File: src/rtl/life_engine.sv
// Game-of-Life engine: double-buffered board that evolves one cell per clock
// and commits each new generation to the display buffer only on a frame tick.
module life_engine #(
  parameter int COLS_LOG2      = 3,
  parameter int ROWS_LOG2      = 3,
  parameter int WRAP           = 0,
  parameter int FRAMES_PER_GEN = 60,
  parameter logic [(2**COLS_LOG2)*(2**ROWS_LOG2)-1:0] INIT_PATTERN = '0
) (
  input  logic                                 clk,
  input  logic                                 rst_n,
  input  logic                                 frame_tick,
  input  logic                                 run,
  input  logic                                 step,
  input  logic                                 clear,
  input  logic                                 load_seed,
  input  logic [COLS_LOG2+ROWS_LOG2-1:0]       rd_addr,
  output logic                                 rd_data,
  output logic                                 busy,
  output logic                                 gen_done,
  output logic [15:0]                          gen_count,
  output logic [$clog2((2**COLS_LOG2)*(2**ROWS_LOG2)+1)-1:0] alive_count,
  output logic [1:0]                           dbg_state
);

  localparam int AW   = COLS_LOG2 + ROWS_LOG2;
  localparam int SIZE = 2**AW;
  localparam int CW   = $clog2(SIZE + 1);
  localparam int FCW  = (FRAMES_PER_GEN > 1) ? $clog2(FRAMES_PER_GEN) : 1;
  localparam logic [FCW-1:0]       FC_LAST = FCW'(FRAMES_PER_GEN - 1);
  localparam logic [ROWS_LOG2-1:0] ROW_MAX = '1;
  localparam logic [COLS_LOG2-1:0] COL_MAX = '1;
  localparam logic [AW-1:0]        CI_LAST = '1;

  function automatic logic [CW-1:0] f_popcount(input logic [SIZE-1:0] v);
    logic [CW-1:0] n;
    n = '0;
    for (int i = 0; i < SIZE; i++) n = n + CW'(v[i]);
    return n;
  endfunction

  localparam logic [CW-1:0] INIT_POP = f_popcount(INIT_PATTERN);

  typedef enum logic [1:0] {S_IDLE = 2'd0, S_COMPUTE = 2'd1, S_WAIT_VB = 2'd2} state_t;

  state_t          r_state, w_next_state;
  logic [SIZE-1:0] r_disp, r_next;
  logic [FCW-1:0]  r_fc;
  logic [AW-1:0]   r_ci;
  logic [CW-1:0]   r_shadow, r_alive;
  logic [15:0]     r_gen;

  logic                 w_gen_tick;
  logic                 w_new_cell;
  logic [3:0]           w_ncount;
  logic [ROWS_LOG2-1:0] w_row;
  logic [COLS_LOG2-1:0] w_col;

  assign w_row      = r_ci[AW-1:COLS_LOG2];
  assign w_col      = r_ci[COLS_LOG2-1:0];
  assign w_gen_tick = run && frame_tick && (r_fc == FC_LAST);

  // Neighbour indices wrap through natural overflow; with WRAP=0 the edge
  // neighbours are masked instead.
  always_comb begin
    logic [ROWS_LOG2-1:0] nr;
    logic [COLS_LOG2-1:0] nc;
    logic                 ok;
    w_ncount = '0;
    nr = '0;
    nc = '0;
    ok = 1'b0;
    for (int dr = -1; dr <= 1; dr++) begin
      for (int dc = -1; dc <= 1; dc++) begin
        nr = w_row + ROWS_LOG2'(dr);
        nc = w_col + COLS_LOG2'(dc);
        ok = (WRAP != 0) ||
             (!(dr == -1 && w_row == '0) && !(dr == 1 && w_row == ROW_MAX) &&
              !(dc == -1 && w_col == '0) && !(dc == 1 && w_col == COL_MAX));
        if (!(dr == 0 && dc == 0) && ok) w_ncount = w_ncount + 4'(r_disp[{nr, nc}]);
      end
    end
  end

  assign w_new_cell = (w_ncount == 4'd3) || (r_disp[r_ci] && w_ncount == 4'd2);

  always_ff @(posedge clk or posedge rst_n) begin
    if (rst_n) r_state <= S_IDLE;
    else       r_state <= w_next_state;
  end

  always_comb begin
    w_next_state = r_state;
    if (clear || load_seed) begin
      w_next_state = S_IDLE;
    end else begin
      case (r_state)
        S_IDLE:    if (step || w_gen_tick) w_next_state = S_COMPUTE;
        S_COMPUTE: if (r_ci == CI_LAST)    w_next_state = S_WAIT_VB;
        S_WAIT_VB: if (frame_tick)         w_next_state = S_IDLE;
        default:                           w_next_state = S_IDLE;
      endcase
    end
  end

  always_comb begin
    busy     = (r_state != S_IDLE);
    gen_done = (r_state == S_WAIT_VB) && frame_tick && !clear && !load_seed;
  end

  // Clear and seed reload override every state, so a commit tick on the
  // same cycle is dropped.
  always_ff @(posedge clk or posedge rst_n) begin
    if (rst_n) begin
      r_disp   <= INIT_PATTERN;
      r_next   <= '0;
      r_fc     <= '0;
      r_ci     <= '0;
      r_shadow <= '0;
      r_alive  <= INIT_POP;
      r_gen    <= '0;
    end else if (clear) begin
      r_disp  <= '0;
      r_alive <= '0;
      r_gen   <= '0;
      r_fc    <= '0;
      r_ci    <= '0;
    end else if (load_seed) begin
      r_disp  <= INIT_PATTERN;
      r_alive <= INIT_POP;
      r_gen   <= '0;
      r_fc    <= '0;
      r_ci    <= '0;
    end else begin
      case (r_state)
        S_IDLE: begin
          r_ci     <= '0;
          r_shadow <= '0;
          if (run && frame_tick) r_fc <= (r_fc == FC_LAST) ? '0 : r_fc + 1'b1;
        end
        S_COMPUTE: begin
          r_next[r_ci] <= w_new_cell;
          r_shadow     <= r_shadow + CW'(w_new_cell);
          r_ci         <= r_ci + 1'b1;
        end
        S_WAIT_VB: begin
          if (frame_tick) begin
            r_disp  <= r_next;
            r_alive <= r_shadow;
            r_gen   <= r_gen + 16'd1;
          end
        end
        default: r_ci <= '0;
      endcase
    end
  end

  assign rd_data     = r_disp[rd_addr];
  assign gen_count   = r_gen;
  assign alive_count = r_alive;
  assign dbg_state   = r_state;

endmodule

File: config.mk
export PLATFORM = sky130hd
export DESIGN_NAME = life_engine
export DESIGN_NICKNAME = d
export VERILOG_FILES = /design/src/rtl/life_engine.sv
export SDC_FILE = /design/constraint.sdc
export NUM_CORES = 1
export LEC_CHECK = 0
export ABC_CLOCK_PERIOD_IN_PS = 11600
export CAP_MARGIN = 20
export CELL_PAD_IN_SITES_DETAIL_PLACEMENT = 1
export CELL_PAD_IN_SITES_GLOBAL_PLACEMENT = 2
export CORE_MARGIN = 10
export CORE_UTILIZATION = 40
export DETAILED_ROUTE_END_ITERATION = 16
export MAX_ROUTING_LAYER = met4
export PLACE_DENSITY = 0.9
export SYNTH_ARGS = -nofsm -noshare
export SYNTH_HDL_FRONTEND = slang
export SYNTH_SLANG_ARGS = --single-unit
File: constraint.sdc
create_clock -name clk -period 11.6 [get_ports clk]
set_input_delay 2.32 -clock clk [delete_from_list [all_inputs] [get_ports clk]]
set_output_delay 2.32 -clock clk [all_outputs]
set_load 0.02 [all_outputs]
==> results of run 1 <==
## cell usage in the layout (no fill, tap or decap), drive strengths merged, types with 4 or more instances in the layout
cell type      Yosys  routed
a21oi             96      96
ha                25      25
and2               4       4
o22ai              5       5
clkdlybuf4s50      0      40
clkbuf            37      21
nand4             73      73
a22oi              4       4
and3               8       8
nor2b             12      12
a311oi             5       5
mux2i             41      41
xnor2             14      14
or3               11      11
nand2            195     195
a31oi              5       5
nand3             23      23
o21ai            146     146
nor2              72      72
clkinv             1       4
mux2              23      23
inv               10      17
buf               54      20
a22o               6       6
xor2               9       9
nand2b             6       6
mux4              48      48
nor3              13      13
dfrtp            172     172
## cells in the mapped netlist, types with 23 or more instances
cell,number
nand2_1,194
clkbuf_1,37
nand3_1,23
mux2_2,23
mux2i_1,40
o21ai_0,127
mux4_2,46
dfrtp_1,172
a21oi_1,96
nor2_1,72
nand4_1,73
ha_1,25
## metal layers
layer | global-route usage | wire length [um] | up-vias
met5 | - | 0 | -
li1 | - | - | 4159
met3 | 0.0542 | 2760 | 67
met1 | 0.286 | 15700 | 4868
met2 | 0.347 | 17200 | 350
met4 | 0.0875 | 1260 | 0
## flip-flops by register name (all words and copies together) (netlist names)
| register | flops |
|---|---|
| r_shadow | 7 |
| gen_count | 16 |
| dbg_state | 2 |
| alive_count | 7 |
| r_next | 64 |
| r_fc | 6 |
| r_disp | 64 |
| r_ci | 6 |
## power breakdown
| group | switching [mW] | internal [mW] |
|---|---|---|
| clock | 0.282 | 0.295 |
| sequential | 0.00132 | 0.600 |
| combinational | 0.0366 | 0.0137 |
| total | 0.320 | 0.908 |
## through the flow
stage | area (um^2) | setup slack [ps]
floorplan | 10700 | 3060
CTS | 11800 | 2360
finish | 11800 | 2330
detailed placement | 11200 | 2400
global placement | 11200 | 2770
global route | 11800 | 1820
## cells by family after synthesis
family,after synthesis,share of synthesized area
and+or+nand+nor,430,0.188
AOI/OAI and AO/OA,285,0.146
DFF,172,0.402
muxes,112,0.164
buffers and inverters,102,0.0519
adders and majority gates,25,0.0292
xor gates and xnor gates,23,0.0195
## tightest hold or removal path: cells and delay by family (launching register included)
family,cells,cell delay [ps]
and+or+nand+nor,1,60
AOI/OAI and AO/OA,1,50
DFF,1,380
## cell type report
type	instances	area (um^2)	area share
clock buffers	19	453	0.0383
inverters	11	46.3	0.00392
multi-input cells	875	5880	0.497
repair buffers	62	597	0.0505
clock inverters	13	124	0.0105
well taps	335	419	0.0355
flip-flops and latches	172	4310	0.364
## worst paths after layout
path,cells after the start,to
hold reg to reg,2,r_disp[46]
min in group asynchronous,2,r_shadow[0]
setup reg to reg,36,r_shadow[4]
max in group asynchronous,3,r_ci[0]
hold / removal,2,r_disp[46]
setup / recovery,36,r_shadow[4]
==> results.py, run 1 <==
metrics = {
    "min_path": {
        "min_path_type": "reg -> reg",
        "min_from": "r_next[46]",
    },
    "sta": {
        "slew_viol_final": 0,
        "worst_pin_slew_ps": 1190,
        "hold_viol_final": 0,
        "fmax_ghz": 0.108,
        "finalSetupViolCount": 0,
        "period_share": 0.800,
        "tns_ps": 0,
        "fin_worst_skew_ps": 22.6,
        "whs_ps": 509,
        "period_needed_ps": 9270,
        "slew_headroom": 0.206,
        "rsz0062_at_grt": "no",
    },
    "global_route": {
        "antenna_found_initial": 0,
        "grt_max_degree": 100,
        "grt_pass1_wl_um": 57800,
        "grt_pass1_vias": 9528,
        "grt_overflow": 0,
        "grt_usage": 0.227,
    },
    "cts": {
        "cts_num_sinks": 172,
        "htree_levels": 4,
        "hold_buffers": 0,
        "tritoncts.num_buffers": 17,
        "cts_resized": 0,
        "root_buffer": "clkbuf_16",
        "post-cts-setup-buffers": 0,
        "clock_latency_ps": 460,
        "clk_pin_slew_ps": 80,
        "cts_tree": "built",
        "ctsLongestPathBuffers": 2,
    },
    "yosys": {
        "yosysTopAreaCellShare": 0.402,
        "ys_types": 61,
        "synth_top_cell_by_area": "dfrtp_1",
        "syn_nets": 1187,
        "ys_ff_latch": 172,
        "synthTopCellsByArea": "dfrtp_1 40%, mux4_2 9.7%, nand2_1 6.8%",
        "ys_seq_area_frac": 0.402,
        "synth_edf_count": 0,
        "synthCells": 1149,
        "synth-main-ff-cell": "dfrtp_1",
        "async_flop_share": 1.00,
        "syn_area_um2": 10700,
        "ys_warn_count": 0,
        "syn_avg_cell_area_um2": 9.33,
    },
    "pwr": {
        "power.leakage_nw": 4.58,
        "power_density_nw_per_um2": 104,
        "max-vdd-ir-drop_uv": 104,
        "finalPower_mw": 1.23,
    },
    "drt": {
        "avgViaCountPerCell": 6.35,
        "vias": 9444,
        "wl_per_cell_um": 24.8,
        "dr.pass1.iters": 5,
        "totalWireLength_um": 36900,
        "drcViolationCount": 0,
        "antenna_left": 0,
        "drt_iter0_markers": 890,
    },
    "floorplan": {
        "core_um2": 26200,
        "fp.dieH_um": 184,
        "pin_count": 41,
        "initial_core_util": 0.409,
        "die-area_um2": 33700,
        "die_x_um": 184,
        "rows": 59,
    },
    "worst_setup_path": {
        "worst-r2r-setup-slack_ps": 2330,
        "path_buf_inv": 3,
        "worstReg2RegStart": "r_ci[0]",
        "required_ps": 11940,
        "cp_common_cell": "ha_1",
        "crit_slowest_cell": "mux4_2",
        "arrival_ps": 9610,
        "cp_max_fo": 65,
        "critPathCaptureType": "flop",
        "crit_family": "adder cells",
        "cp_slowest_stage_delay_ps": 620,
        "timing_worst_setup_path_type": "reg -> reg",
        "crit_path_start_kind": "flop",
        "crit_start": "r_ci[0]",
    },
    "layout": {
        "fin_nets": 1177,
        "syn_to_final_growth_pct": 10.3,
        "layout.cells.non_filler": 1487,
        "drive_gt1_frac": 0.122,
        "nFillCells": 3011,
        "n_antenna_cell": 0,
        "utilization": 0.451,
    },
    "placed_design": {
        "place_hpwl_um": 23600,
        "placed_cells": 1450,
        "port_buffers": 40,
        "gp_congestion": 0.945,
    },
    "run_status": {
        "outcome": "complete, no violations",
    },
    "run": {
        "cap_violations": 0,
    },
}
(Power assumes the default switching activity.)
==> run 2, diff against run 1 <==
==> config.mk (replaced) <==
export PLATFORM = sky130hd
export DESIGN_NAME = life_engine
export DESIGN_NICKNAME = d
export VERILOG_FILES = /design/src/rtl/life_engine.sv
export SDC_FILE = /design/constraint.sdc
export NUM_CORES = 1
export LEC_CHECK = 0
export ABC_CLOCK_PERIOD_IN_PS = 7700
export CAP_MARGIN = 20
export CELL_PAD_IN_SITES_DETAIL_PLACEMENT = 1
export CELL_PAD_IN_SITES_GLOBAL_PLACEMENT = 2
export CORE_MARGIN = 10
export CORE_UTILIZATION = 36
export DETAILED_ROUTE_END_ITERATION = 16
export MAX_ROUTING_LAYER = met4
export PLACE_DENSITY = 0.86
export SYNTH_ARGS = -nofsm -noshare
export SYNTH_HDL_FRONTEND = slang
export SYNTH_SLANG_ARGS = --single-unit
==> constraint.sdc (replaced) <==
create_clock -name clk -period 7.7 [get_ports clk]
set_input_delay 1.54 -clock clk [delete_from_list [all_inputs] [get_ports clk]]
set_output_delay 1.54 -clock clk [all_outputs]
set_load 0.02 [all_outputs]
==> run 2 against run 1 <==
  * Worst hold slack worse by 3.2 ps
  * Cell area rose by 9.4%
  * Via count grew 3.2%
  * Utilization is 1.2 points lower
  * Clock skew down 5.2 ps
  * Sequential share of layout area decreased by 3.1 points
  * Final cell count rose by 8.8%
  * Non-clock buffer count grew 76
  * Worst setup slack worse by 2200 ps
  * Flip-flop and latch count did not move
  * Maximum frequency is 22% higher
==> results.py, run 2 (synthesis results as in run 1) <==
metrics = {
    "layout": {
        "n_antenna_cell": 0,
        "final_cell_mix": "191 x nand2_1, 169 x dfrtp_1, 126 x o21ai_0",
        "fin_nets": 1253,
        "drive_gt1_frac": 0.217,
        "syn_to_final_growth_pct": 20.7,
        "layout_commonest_cell": "nand2_1",
    },
    "drt": {
        "avgViaCountPerCell": 6.02,
        "totalWireLength_um": 38900,
        "wl_per_cell_um": 24.0,
        "dr.pass1.iters": 5,
        "drt_iter0_markers": 898,
        "antenna_left": 0,
        "drcViolationCount": 0,
        "vias": 9742,
    },
    "floorplan": {
        "die_x_um": 193,
        "die-area_um2": 37100,
        "fp.dieH_um": 193,
        "initial_core_util": 0.364,
        "core_um2": 29500,
        "pin_count": 41,
        "rows": 63,
    },
    "cts": {
        "clock_latency_ps": 440,
        "root_buffer": "clkbuf_16",
        "cts_tree": "built",
        "ctsLongestPathBuffers": 2,
        "tritoncts.num_buffers": 17,
        "htree_levels": 4,
        "hold_buffers": 0,
        "clk_pin_slew_ps": 70,
        "cts_num_sinks": 172,
    },
    "sta": {
        "slew_viol_final": 0,
        "fin_worst_skew_ps": 17.4,
        "worst_pin_slew_ps": 1150,
        "period_needed_ps": 7590,
        "slew_headroom": 0.231,
        "period_share": 0.985,
        "finalSetupViolCount": 0,
        "fmax_ghz": 0.132,
        "tns_ps": 0,
        "rsz0062_at_grt": "yes",
        "hold_viol_final": 0,
    },
    "run_status": {
        "outcome": "complete, no violations",
    },
    "global_route": {
        "grt_max_degree": 104,
        "grt_usage": 0.214,
        "antenna_found_initial": 0,
        "grt_overflow": 0,
        "grt_pass1_vias": 9982,
        "grt_pass1_wl_um": 60100,
    },
    "min_path": {
        "min_path_type": "reg -> reg",
        "min_path_cells": 1,
        "hold_end": "r_fc[5]",
        "min_from": "r_fc[5]",
    },
    "worst_setup_path": {
        "critPathCaptureType": "flop",
        "cp_common_cell": "ha_4",
        "arrival_ps": 7960,
        "worst_r2r_path_depth": 39,
        "regToRegEndpoint": "r_shadow[6]",
        "worstReg2RegStart": "r_ci[0]",
        "worst-r2r-setup-slack_ps": 110,
        "cp_slowest_stage_delay_ps": 520,
        "required_ps": 8070,
        "crit_path_start_kind": "flop",
        "timing_worst_setup_path_type": "reg -> reg",
        "crit_start": "r_ci[0]",
        "cp_max_fo": 5,
        "crit_slowest_cell": "mux4_2",
    },
    "pwr": {
        "max-vdd-ir-drop_uv": 114,
        "power.leakage_nw": 4.99,
        "power_density_nw_per_um2": 147,
        "finalPower_mw": 1.90,
    },
    "placed_design": {
        "gp_congestion": 0.971,
        "port_buffers": 40,
        "place_hpwl_um": 25500,
    },
    "run": {
        "cap_violations": 0,
    },
}
run 2: cell count changes in the layout (fill, tap and decap cells not counted), sizes merged:
| cell | before | now |
|---|---|---|
| buf | 20 | 98 |
| bufinv | 0 | 2 |
| clkbuf | 21 | 19 |
| clkinvlp | 3 | 1 |
| clkinv | 4 | 5 |
| inv | 17 | 16 |
run 2: how the worst max path moves through the flow:
stage	to	slack, ps	depth (start not counted)
5_1_grt	r_shadow[6]	-150	39
4_1_cts	r_shadow[6]	7	39
6_report	r_shadow[6]	110	39
3_3_place_gp	r_shadow[6]	-100	39
2_1_floorplan	r_shadow[6]	-190	42
3_5_place_dp	r_shadow[6]	-420	39
run 2: routing by layer:
metal  global-route usage  part of all wire
met1                0.282              0.43
met5                    -                 0
met3               0.0327             0.054
met4               0.0614             0.024
met2                0.338              0.49
run 2: repair_timing:
item,4_1_cts,5_1_grt
buffers inserted,10,6
resized for setup,31,28
pin swaps,18,23
endpoints found under the setup margin,70,70
gates cloned,0,0
run 2: where the power goes:
group          internal, mW  switching [mW]  leakage [nW]
clock                 0.505           0.408         0.297
combinational        0.0244          0.0565          2.29
sequential            0.903         0.00197          2.40
total                  1.43           0.466          4.99
run 2: worst max-delay path, delay by kind of cell, from the launching register on:
kind                       cells  cell delay, ps
DFF                            1             420
buffers and inverters          3             300
muxes                          5            1650
and+or+nand+nor               13            1930
xor gates and xnor gates       2             350
AOI/OAI and AO/OA              5             620
adders and majority gates     11            2260
run 2: layout make-up:
class | instances | area (um^2)
Clock buffer | 19 | 453
Inverter | 11 | 56.3
Tap cell | 390 | 488
Fill cell | 3351 | 16500
Multi-Input combinational cell | 875 | 6230
Clock inverter | 13 | 154
Timing Repair Buffer | 138 | 1250
Sequential cell | 172 | 4310
run 2: metrics by stage:
step	setup slack (ps)	utilization	instance area (um^2)	hold WS [ps]	std cells
after floorplan	-187	-	10800	460	1149
after CTS	7.01	0.432	12700	505	1611
after global placement	-103	0.401	11800	486	1563
after detailed placement	-423	0.403	11900	488	1569
final	112	0.439	12900	506	1618
after global routing	-153	0.439	12900	534	1618
